===== src/rtl/mem_access_lsu.sv =====
// rtl/mem_access_lsu.sv - load/store unit for the memory-access phase, splits boundary-crossing accesses into two beats
module mem_access_lsu #(
    parameter int XLEN        = 64,
    parameter int AWIDTH      = 32,
    parameter int MISALIGN_EN = 1
) (
    input  logic                clk,
    input  logic                rst_n,
    input  logic                start,
    input  logic                is_load,
    input  logic                is_store,
    input  logic [2:0]          funct3,
    input  logic [AWIDTH-1:0]   addr,
    input  logic [XLEN-1:0]     wdata,
    output logic                mem_req,
    output logic                mem_we,
    output logic [AWIDTH-1:0]   mem_addr,
    output logic [XLEN-1:0]     mem_wdata,
    output logic [XLEN/8-1:0]   mem_be,
    input  logic                mem_ack,
    input  logic [XLEN-1:0]     mem_rdata,
    output logic [XLEN-1:0]     load_data,
    output logic                done,
    output logic                access_err,
    output logic                stall_memoryaccess
);

    localparam int NB   = XLEN / 8;
    localparam int OFFW = $clog2(NB);

    typedef enum logic [1:0] {
        S_IDLE,
        S_BEAT0,
        S_BEAT1,
        S_DONE
    } state_t;

    state_t state_q, state_d;

    logic              load_q;
    logic              store_q;
    logic [2:0]        f3_q;
    logic [AWIDTH-1:0] addr_q;
    logic [XLEN-1:0]   wdata_q;
    logic              err_q;
    logic [XLEN-1:0]   rd0_q;

    // Request decode on the raw inputs, needed in the start cycle itself
    logic [3:0] req_bytes;
    logic       req_misal;
    logic       req_split;
    logic       req_illegal;
    logic       req_valid;

    always_comb begin
        req_bytes = 4'd8;
        case (funct3[1:0])
            2'd0:    req_bytes = 4'd1;
            2'd1:    req_bytes = 4'd2;
            2'd2:    req_bytes = 4'd4;
            default: req_bytes = 4'd8;
        endcase
    end

    assign req_misal = (addr[2:0] & (req_bytes[2:0] - 3'd1)) != 3'd0;
    assign req_split = (5'(addr[OFFW-1:0]) + 5'(req_bytes)) > 5'(NB);
    assign req_valid = is_load | is_store;

    always_comb begin
        req_illegal = 1'b0;
        if (funct3 == 3'b111)
            req_illegal = 1'b1;
        if ((XLEN == 32) && ((funct3[1:0] == 2'd3) || (funct3 == 3'b110)))
            req_illegal = 1'b1;
        if ((MISALIGN_EN == 0) && (req_misal || req_split))
            req_illegal = 1'b1;
    end

    // Decode of the latched request, used while the beats are in flight
    logic [1:0]      size_q;
    logic [OFFW-1:0] off_q;
    logic [3:0]      bytes_q;
    logic            split_q;
    logic [OFFW+2:0] shamt;

    assign size_q = f3_q[1:0];
    assign off_q  = addr_q[OFFW-1:0];
    assign shamt  = {off_q, 3'b000};

    always_comb begin
        bytes_q = 4'd8;
        case (size_q)
            2'd0:    bytes_q = 4'd1;
            2'd1:    bytes_q = 4'd2;
            2'd2:    bytes_q = 4'd4;
            default: bytes_q = 4'd8;
        endcase
    end

    assign split_q = (5'(off_q) + 5'(bytes_q)) > 5'(NB);

    always_comb begin
        state_d = state_q;
        case (state_q)
            S_IDLE: begin
                if (start)
                    state_d = (req_valid && !req_illegal) ? S_BEAT0 : S_DONE;
            end
            S_BEAT0: begin
                if (mem_ack)
                    state_d = split_q ? S_BEAT1 : S_DONE;
            end
            S_BEAT1: begin
                if (mem_ack)
                    state_d = S_DONE;
            end
            default: state_d = S_IDLE;
        endcase
    end

    always_ff @(posedge clk or negedge rst_n) begin
        if (!rst_n)
            state_q <= S_IDLE;
        else
            state_q <= state_d;
    end

    logic in_beat1;
    assign in_beat1 = (state_q == S_BEAT1);

    // Store lanes: a double-width window so the spill-over lands in beat 1
    logic [2*NB-1:0]   mask_base;
    logic [2*NB-1:0]   be_full;
    logic [XLEN-1:0]   wd_sized;
    logic [2*XLEN-1:0] wd_full;

    always_comb begin
        mask_base = (2*NB)'(8'hFF);
        wd_sized  = wdata_q;
        case (size_q)
            2'd0: begin
                mask_base = (2*NB)'(8'h01);
                wd_sized  = XLEN'(wdata_q[7:0]);
            end
            2'd1: begin
                mask_base = (2*NB)'(8'h03);
                wd_sized  = XLEN'(wdata_q[15:0]);
            end
            2'd2: begin
                mask_base = (2*NB)'(8'h0F);
                wd_sized  = XLEN'(wdata_q[31:0]);
            end
            default: begin
                mask_base = (2*NB)'(8'hFF);
                wd_sized  = wdata_q;
            end
        endcase
    end

    assign be_full = mask_base << off_q;
    assign wd_full = {{XLEN{1'b0}}, wd_sized} << shamt;

    logic [AWIDTH-1:0] base_addr;
    assign base_addr = {addr_q[AWIDTH-1:OFFW], {OFFW{1'b0}}};

    assign mem_req            = (state_q == S_BEAT0) || in_beat1;
    assign mem_we             = mem_req & store_q;
    assign mem_addr           = in_beat1 ? (base_addr + AWIDTH'(NB)) : base_addr;
    assign mem_wdata          = in_beat1 ? wd_full[2*XLEN-1:XLEN] : wd_full[XLEN-1:0];
    assign mem_be             = mem_req ? (in_beat1 ? be_full[2*NB-1:NB] : be_full[NB-1:0])
                                        : '0;
    assign stall_memoryaccess = mem_req;
    assign done               = (state_q == S_DONE);
    assign access_err         = done & err_q;

    // Load assembly uses the live bus data for the final beat
    logic [XLEN-1:0] rd_lo;
    logic [XLEN-1:0] rd_hi;
    logic [XLEN-1:0] rd_raw;
    logic [63:0]     raw64;
    logic [63:0]     ext64;
    logic            sgn;
    logic            load_fin;

    assign rd_lo  = in_beat1 ? rd0_q : mem_rdata;
    assign rd_hi  = in_beat1 ? mem_rdata : '0;
    assign rd_raw = XLEN'({rd_hi, rd_lo} >> shamt);
    assign raw64  = 64'(rd_raw);
    assign sgn    = ~f3_q[2];

    always_comb begin
        ext64 = raw64;
        case (size_q)
            2'd0:    ext64 = {{56{sgn & raw64[7]}},  raw64[7:0]};
            2'd1:    ext64 = {{48{sgn & raw64[15]}}, raw64[15:0]};
            2'd2:    ext64 = {{32{sgn & raw64[31]}}, raw64[31:0]};
            default: ext64 = raw64;
        endcase
    end

    assign load_fin = mem_ack && load_q &&
                      (((state_q == S_BEAT0) && !split_q) || in_beat1);

    always_ff @(posedge clk or negedge rst_n) begin
        if (!rst_n) begin
            load_q    <= 1'b0;
            store_q   <= 1'b0;
            f3_q      <= '0;
            addr_q    <= '0;
            wdata_q   <= '0;
            err_q     <= 1'b0;
            rd0_q     <= '0;
            load_data <= '0;
        end else begin
            if ((state_q == S_IDLE) && start) begin
                load_q  <= is_load;
                store_q <= is_store & ~is_load;
                f3_q    <= funct3;
                addr_q  <= addr;
                wdata_q <= wdata;
                err_q   <= req_valid & req_illegal;
            end
            if ((state_q == S_BEAT0) && mem_ack)
                rd0_q <= mem_rdata;
            if (load_fin)
                load_data <= ext64[XLEN-1:0];
        end
    end

endmodule


===== config.mk =====
export PLATFORM = sky130hd
export DESIGN_NAME = mem_access_lsu
export DESIGN_NICKNAME = d
export VERILOG_FILES = /design/src/rtl/mem_access_lsu.sv
export SDC_FILE = /design/constraint.sdc
export NUM_CORES = 1
export LEC_CHECK = 0
export BUFFER_PORTS_ARGS = -buffer_cell sky130_fd_sc_hd__buf_2
export CAP_MARGIN = 20
export CORE_MARGIN = 3
export CORE_UTILIZATION = 40
export CTS_CLUSTER_DIAMETER = 120
export DETAILED_ROUTE_END_ITERATION = 10
export PLACE_DENSITY = 0.63
export SYNTH_ARGS = -nofsm -noshare
export SYNTH_HDL_FRONTEND = slang
export SYNTH_SLANG_ARGS = --single-unit

===== constraint.sdc =====
create_clock -name clk -period 9.3 [get_ports clk]
set_input_delay 0.93 -clock clk [delete_from_list [all_inputs] [get_ports clk]]
set_output_delay 0.93 -clock clk [all_outputs]
set_load 0.005 [all_outputs]

# [Word-level counts from Yosys, hierarchy flattened]
# Cells that the tools add are included.
[word_totals] word_cells=64 in_bits=169 ff_bits=232 out_inout_bits=173
[classes] n_addsub=2 n_reduce_logical=13 bitwise_logic=10 n_shift=3 n_eq_ne=9 mux=17 n_lt_le_gt_ge=1
[op_table] cell="$pmux 64 s3" count=2
[op_table] cell="$mux 64" count=3
[op_table] cell="$shl 64x6->128" count=1
[op_table] cell="$shr 128x6->64" count=1
[op_table] cell="$add 32x4->32 const B" count=1
[op_table] cell="$mux 32" count=1
[op_table] cell="$pmux 8 s3" count=1
[op_table] cell="$mux 8" count=2
[op_table] cell="$shl 16x3->16" count=1
[op_table] cell="$pmux 4 s3" count=1
[op_table] cell="$mux 2" count=4
[op_table] cell="$and 1x1->1" count=7
[op_table] cell="$eq 2x2->1 const B" count=3
[op_table] cell="$logic_and 1x1->1" count=6
[op_table] cell="$ne 2x2->1 const B" count=3
[op_table] cell="$pmux 2 s3" count=1
[op_table] cell="$add 3x4->5" count=1
[op_table] cell="$gt 5x4->1 const B" count=1
[op_table] cell="$eq 2x1->1 const B" count=2
[op_table] cell="$logic_not 2->1" count=2
[op_table] cell="$eq 3x3->1 const B" count=1
[op_table] cell="$reduce_and 3->1" count=1
[op_table] cell="$logic_not 1->1" count=2
[op_table] cell="$logic_or 1x1->1" count=2
[op_table] cell="other kinds (3)" count=5

# [Logic depth before layout (Yosys ltp)]
[depth] depth_word=8 ltp_mapped=13 depth_no_buf=10

# [Worst setup path before layout]
# OpenSTA, ideal clock, no wires.
[synth_timing] path_kind="register -> register" start="register addr_q[1]" end="register load_data[29]" setup_ns=0.127 path_slack_ns=6.217 synth_period_minus_slack_ns=3.083 required_ns=9.173 path_stages_with_launch=13 path_buffers=5 t_arrival_ns=2.956 path_cell_list="dfrtp_1 > buf_2 > clkinv_1 > clkbuf_1 > clkbuf_1 > fa_1 > nor2b_1 > a32o_1 > o21ai_2 > nand3_1 > buf_2 > clkbuf_1 > a2bb2oi_1"
[synth_via] elab_chain_len=6 elab_cells_between_ends=10 classes_between="add/sub: 1; order compare: 1; shift: 1; mux: 1; bitwise: 2; reduce/logical: 4"
[synth_rtl] element="start, declared" line="43" rtl="logic [AWIDTH-1:0] addr_q;"
[synth_rtl] element="start signal, assigned" line="219" rtl="addr_q <= addr;"
[synth_rtl] element="$add 3x4->5" line="100" rtl="assign split_q = (5'(off_q) + 5'(bytes_q)) > 5'(NB);"
[synth_rtl] element="$gt 5x4->1" line="100"
[synth_rtl] element="$logic_not 1->1" line="202" rtl="(((state_q == S_BEAT0) && !split_q) || in_beat1);"
[synth_rtl] element="$logic_and 1x1->1" line="202"
[synth_rtl] element="$logic_or 1x1->1" line="202"
[synth_rtl] element="$logic_and 1x1->1" line="201" rtl="assign load_fin = mem_ack && load_q &&"
[synth_rtl] element="end signal, assigned" line="226" rtl="load_data <= ext64[XLEN-1:0];"
[synth_rtl] element="end, declared" line="22" rtl="output logic [XLEN-1:0] load_data,"
# Several ways; a longest one is shown, not always the timed one.
# A chain may end at the register's enable or synchronous reset.

# [Worst setup path after layout]
[layout_timing] start="register addr_q[2]" end="output port mem_wdata[49]"
[layout_via] elab_chain_len=2
[layout_rtl] element="$shl 64x6->128" line="161" rtl="assign wd_full = {{XLEN{1'b0}}, wd_sized} << shamt;"
[layout_rtl] element="$mux 64" line="169" rtl="assign mem_wdata = in_beat1 ? wd_full[2*XLEN-1:XLEN] : wd_full[XLEN-1:0];"
[layout_rtl] element="end, declared" line="18" rtl="output logic [XLEN-1:0] mem_wdata,"
# Every way passes these cells.

==> flow_metrics.py <==
metrics = {
    "routing": {
        "detail-route-antenna-nets": 0,
        "avgViaCountPerCell": 6.135,
        "wl_per_cell_um": 24.39,
        "vias": 15030,
        "drt_iter0_markers": 1334,
        "firstDrtPassIters": 5,
        "routed_wl_mm": 59.75,
        "drc": 0,
    },
    "finish": {
        "multi_input_area_mm2": 0.009978,
        "area.growth.synth_to_final_pct": 16.41,
        "mostFrequentLayoutCells": "buf_2 (337), mux2_2 (243), dfrtp_1 (229)",
        "regArea_mm2": 0.005817,
        "nNetsFinal": 2071,
        "layout-drive-gt1-share_pct": 37.88,
        "fillers": 3903,
        "fin_util_pct": 47.25,
        "fin_area_mm2": 0.01938,
        "layout_commonest_cell": "buf_2",
        "layout.cells.non_filler": 2450,
    },
    "worst_setup_path": {
        "worst_setup_path_end_kind": "output pin",
        "crit_family": "simple AND/OR/NAND/NOR gates",
        "rrSetupSlack_ns": 4.67,
        "path_common_cell": "nand2_1",
        "slowest_stage": "nor2_1",
        "r2r_cells": 10,
        "rr_startpoint": "state_q[0]",
        "max_stage_delay_ns": 0.80,
        "path_buf_inv": 2,
        "arrival_ns": 4.46,
        "critical_path_class": "reg -> out",
        "critPathMaxFanout": 56,
        "regToRegEndpoint": "load_data[10]",
        "worstSetupStartpointType": "register",
        "critical_path.cell_chain": "buf_4, and2_1, nand2_1, nor2_1, nand2_1, o21ai_0, buf_2",
        "required_ns": 8.37,
    },
    "sta": {
        "fin_ws_ns": 3.907,
        "slew_headroom_pct": 25.87,
        "period_share_pct": 57.99,
        "slew_viol_final": 0,
        "setup_viol": 0,
        "finalCriticalPeriod_ns": 5.393,
        "final.setup.tns_ns": 0,
        "clock_skew_ns": 0.01793,
        "whs_ns": 0.3013,
        "hold_viol": 0,
        "worstMarginPinSlew_ns": 1.112,
        "grt_setup_unrepaired": "false",
        "fmax_ghz": 0.1854,
    },
    "clock_network": {
        "clock_latency_ns": 0.56,
        "ctsRootBufferMaster": "clkbuf_16",
        "cts_tree": "built",
        "cts_buffers": 28,
        "cts_resized": 0,
        "cts_buffer_depth": 3,
        "path_clk_slew_ns": 0.06,
        "clock_sinks": 232,
        "hold_buffers": 0,
        "post_cts_buffers": 0,
        "ctsHtreeMaxLevel": 1,
    },
    "placed_design": {
        "place_hpwl_mm": 43.26,
        "dp.cells": 2393,
        "placed_area_mm2": 0.01842,
        "pre_cts_slack_ns": 4.615,
        "place.gp.congestion": 0.9238,
        "portBuffers": 338,
    },
    "yosys": {
        "ys_warn_count": 0,
        "ys_seq_area_share_pct": 34.87,
        "synth-async-reset-ratio_pct": 100.0,
        "syn_area_mm2": 0.01665,
        "yosysUniqueCellTypes": 70,
        "netlist_instances": 1657,
        "ys_seq_elements": 232,
        "synth.avg_cell_area_um2": 10.05,
        "synth_enable_flop_cells": 0,
        "ys.flop_type": "dfrtp_1",
    },
    "run": {
        "cap_violations": 0,
    },
    "power": {
        "peakVddDrop_uv": 310.8,
        "finalPower_mw": 8.056,
        "power_per_cell_area_mw_per_mm2": 415.7,
        "leakage_nw": 8.256,
    },
    "floorplanning": {
        "floorplan.initialDensity_pct": 40.59,
        "row_count": 74,
        "die_h_um": 210.0,
        "die_area_mm2": 0.04410,
        "core_region_area_mm2": 0.04102,
        "num_io_pins": 342,
        "die_w_um": 210.0,
    },
    "grt": {
        "grt_usage_pct": 26.26,
        "antenna_found_initial": 6,
        "grt_max_degree": 151,
        "first_global_vias": 14800,
        "grt_pass1_wl_mm": 90.41,
        "grt-ovfl-total": 0,
    },
    "min_path": {
        "hold_class": "in -> async",
    },
    "status": {
        "status": "completed",
    },
}
## final cells by class
cell class	count	area share, %
multi-input combinational	1249	51.49
antenna	4	0.05165
tap	532	3.435
clock inverter	13	0.6779
timing repair buffer	362	9.813
sequential	232	30.01
clock buffer	38	4.126
inverter	20	0.3938
## how the worst max path moves through the flow
| stage | start | slack, ns | to | cells after the start |
|---|---|---|---|---|
| 2_1_floorplan | addr_q[1] | 6.22 | load_data[29] | 12 |
| 3_3_place_gp | addr_q[2] | 4.71 | mem_wdata[49] | 7 |
| 3_5_place_dp | addr_q[2] | 4.61 | mem_wdata[49] | 7 |
| 4_1_cts | addr_q[2] | 4.00 | mem_wdata[49] | 7 |
| 5_1_grt | addr_q[2] | 3.69 | mem_wdata[49] | 7 |
| 6_report | addr_q[2] | 3.91 | mem_wdata[49] | 7 |
## report_power, final
part | leakage (nW) | internal [mW] | switching (mW) | total [mW]
Sequential | 2.73 | 1.54 | 0.592 | 2.14
Combinational | 5.07 | 2.14 | 2.66 | 4.81
Clock | 0.457 | 0.657 | 0.455 | 1.11
Total | 8.26 | 4.35 | 3.71 | 8.06
## logic make-up after synthesis
| logic type | count (synthesis) | synth area share, % |
|---|---|---|
| other cells | 1 | 0.02252 |
| flops | 232 | 34.87 |
| mux | 378 | 27.74 |
| simple gates | 404 | 11.15 |
| compound gates | 426 | 18.53 |
| xor+xnor | 28 | 1.473 |
| buf+inv | 178 | 5.434 |
| fa+ha+maj | 10 | 0.7816 |
## flip-flops by register name (all words and copies together), names as in the netlist
name       count
load_data     64
rd0_q         64
wdata_q       64
addr_q        32
f3_q           3
state_q        2
err_q          1
load_q         1
store_q        1
## cell usage after synthesis, types with 6 or more instances
cell       instances  area [µm²]
a211oi_1          57       427.9
a21boi_0           8       60.06
a21oi_1           64       320.3
a221oi_1          10       87.58
a22o_1            24       210.2
a22oi_1           19       142.6
a2bb2oi_1         32       280.3
a31oi_1           45       281.5
a32oi_1            8       70.07
and2_1            11       68.82
and3_1            14       87.58
buf_1             17       63.81
buf_2             29       145.1
buf_4             16       120.1
buf_6             12       135.1
clkbuf_1          80       300.3
dfrtp_1          232        5806
ha_1               8       100.1
inv_1             18       67.56
mux2_2           243        2736
mux2i_1           92       920.9
mux4_2            41       923.4
nand2_1          194       728.2
nand2b_1           7       43.79
nand3_1           57       285.3
nand3b_1          10       75.07
nand4_1            8       50.05
nor2_1            61       229.0
nor2b_1           17       106.4
o211ai_1          26       195.2
o21ai_0           41       205.2
o22a_1             8       70.07
o22ai_1           22       137.6
o2bb2ai_1         31       271.5
or2_2              9       56.30
xnor2_1           22       192.7
xor2_1             6       52.55
## per-layer routing
layer	GRT usage, %	part of all wire (%)	vias to the layer above
li1	-	-	6743
met1	32.51	39	7454
met2	45.64	50	715
met3	5.031	7.5	111
met4	10.02	4.0	8
met5	0	0.089	-
Power figures use the tool's default switching activity.
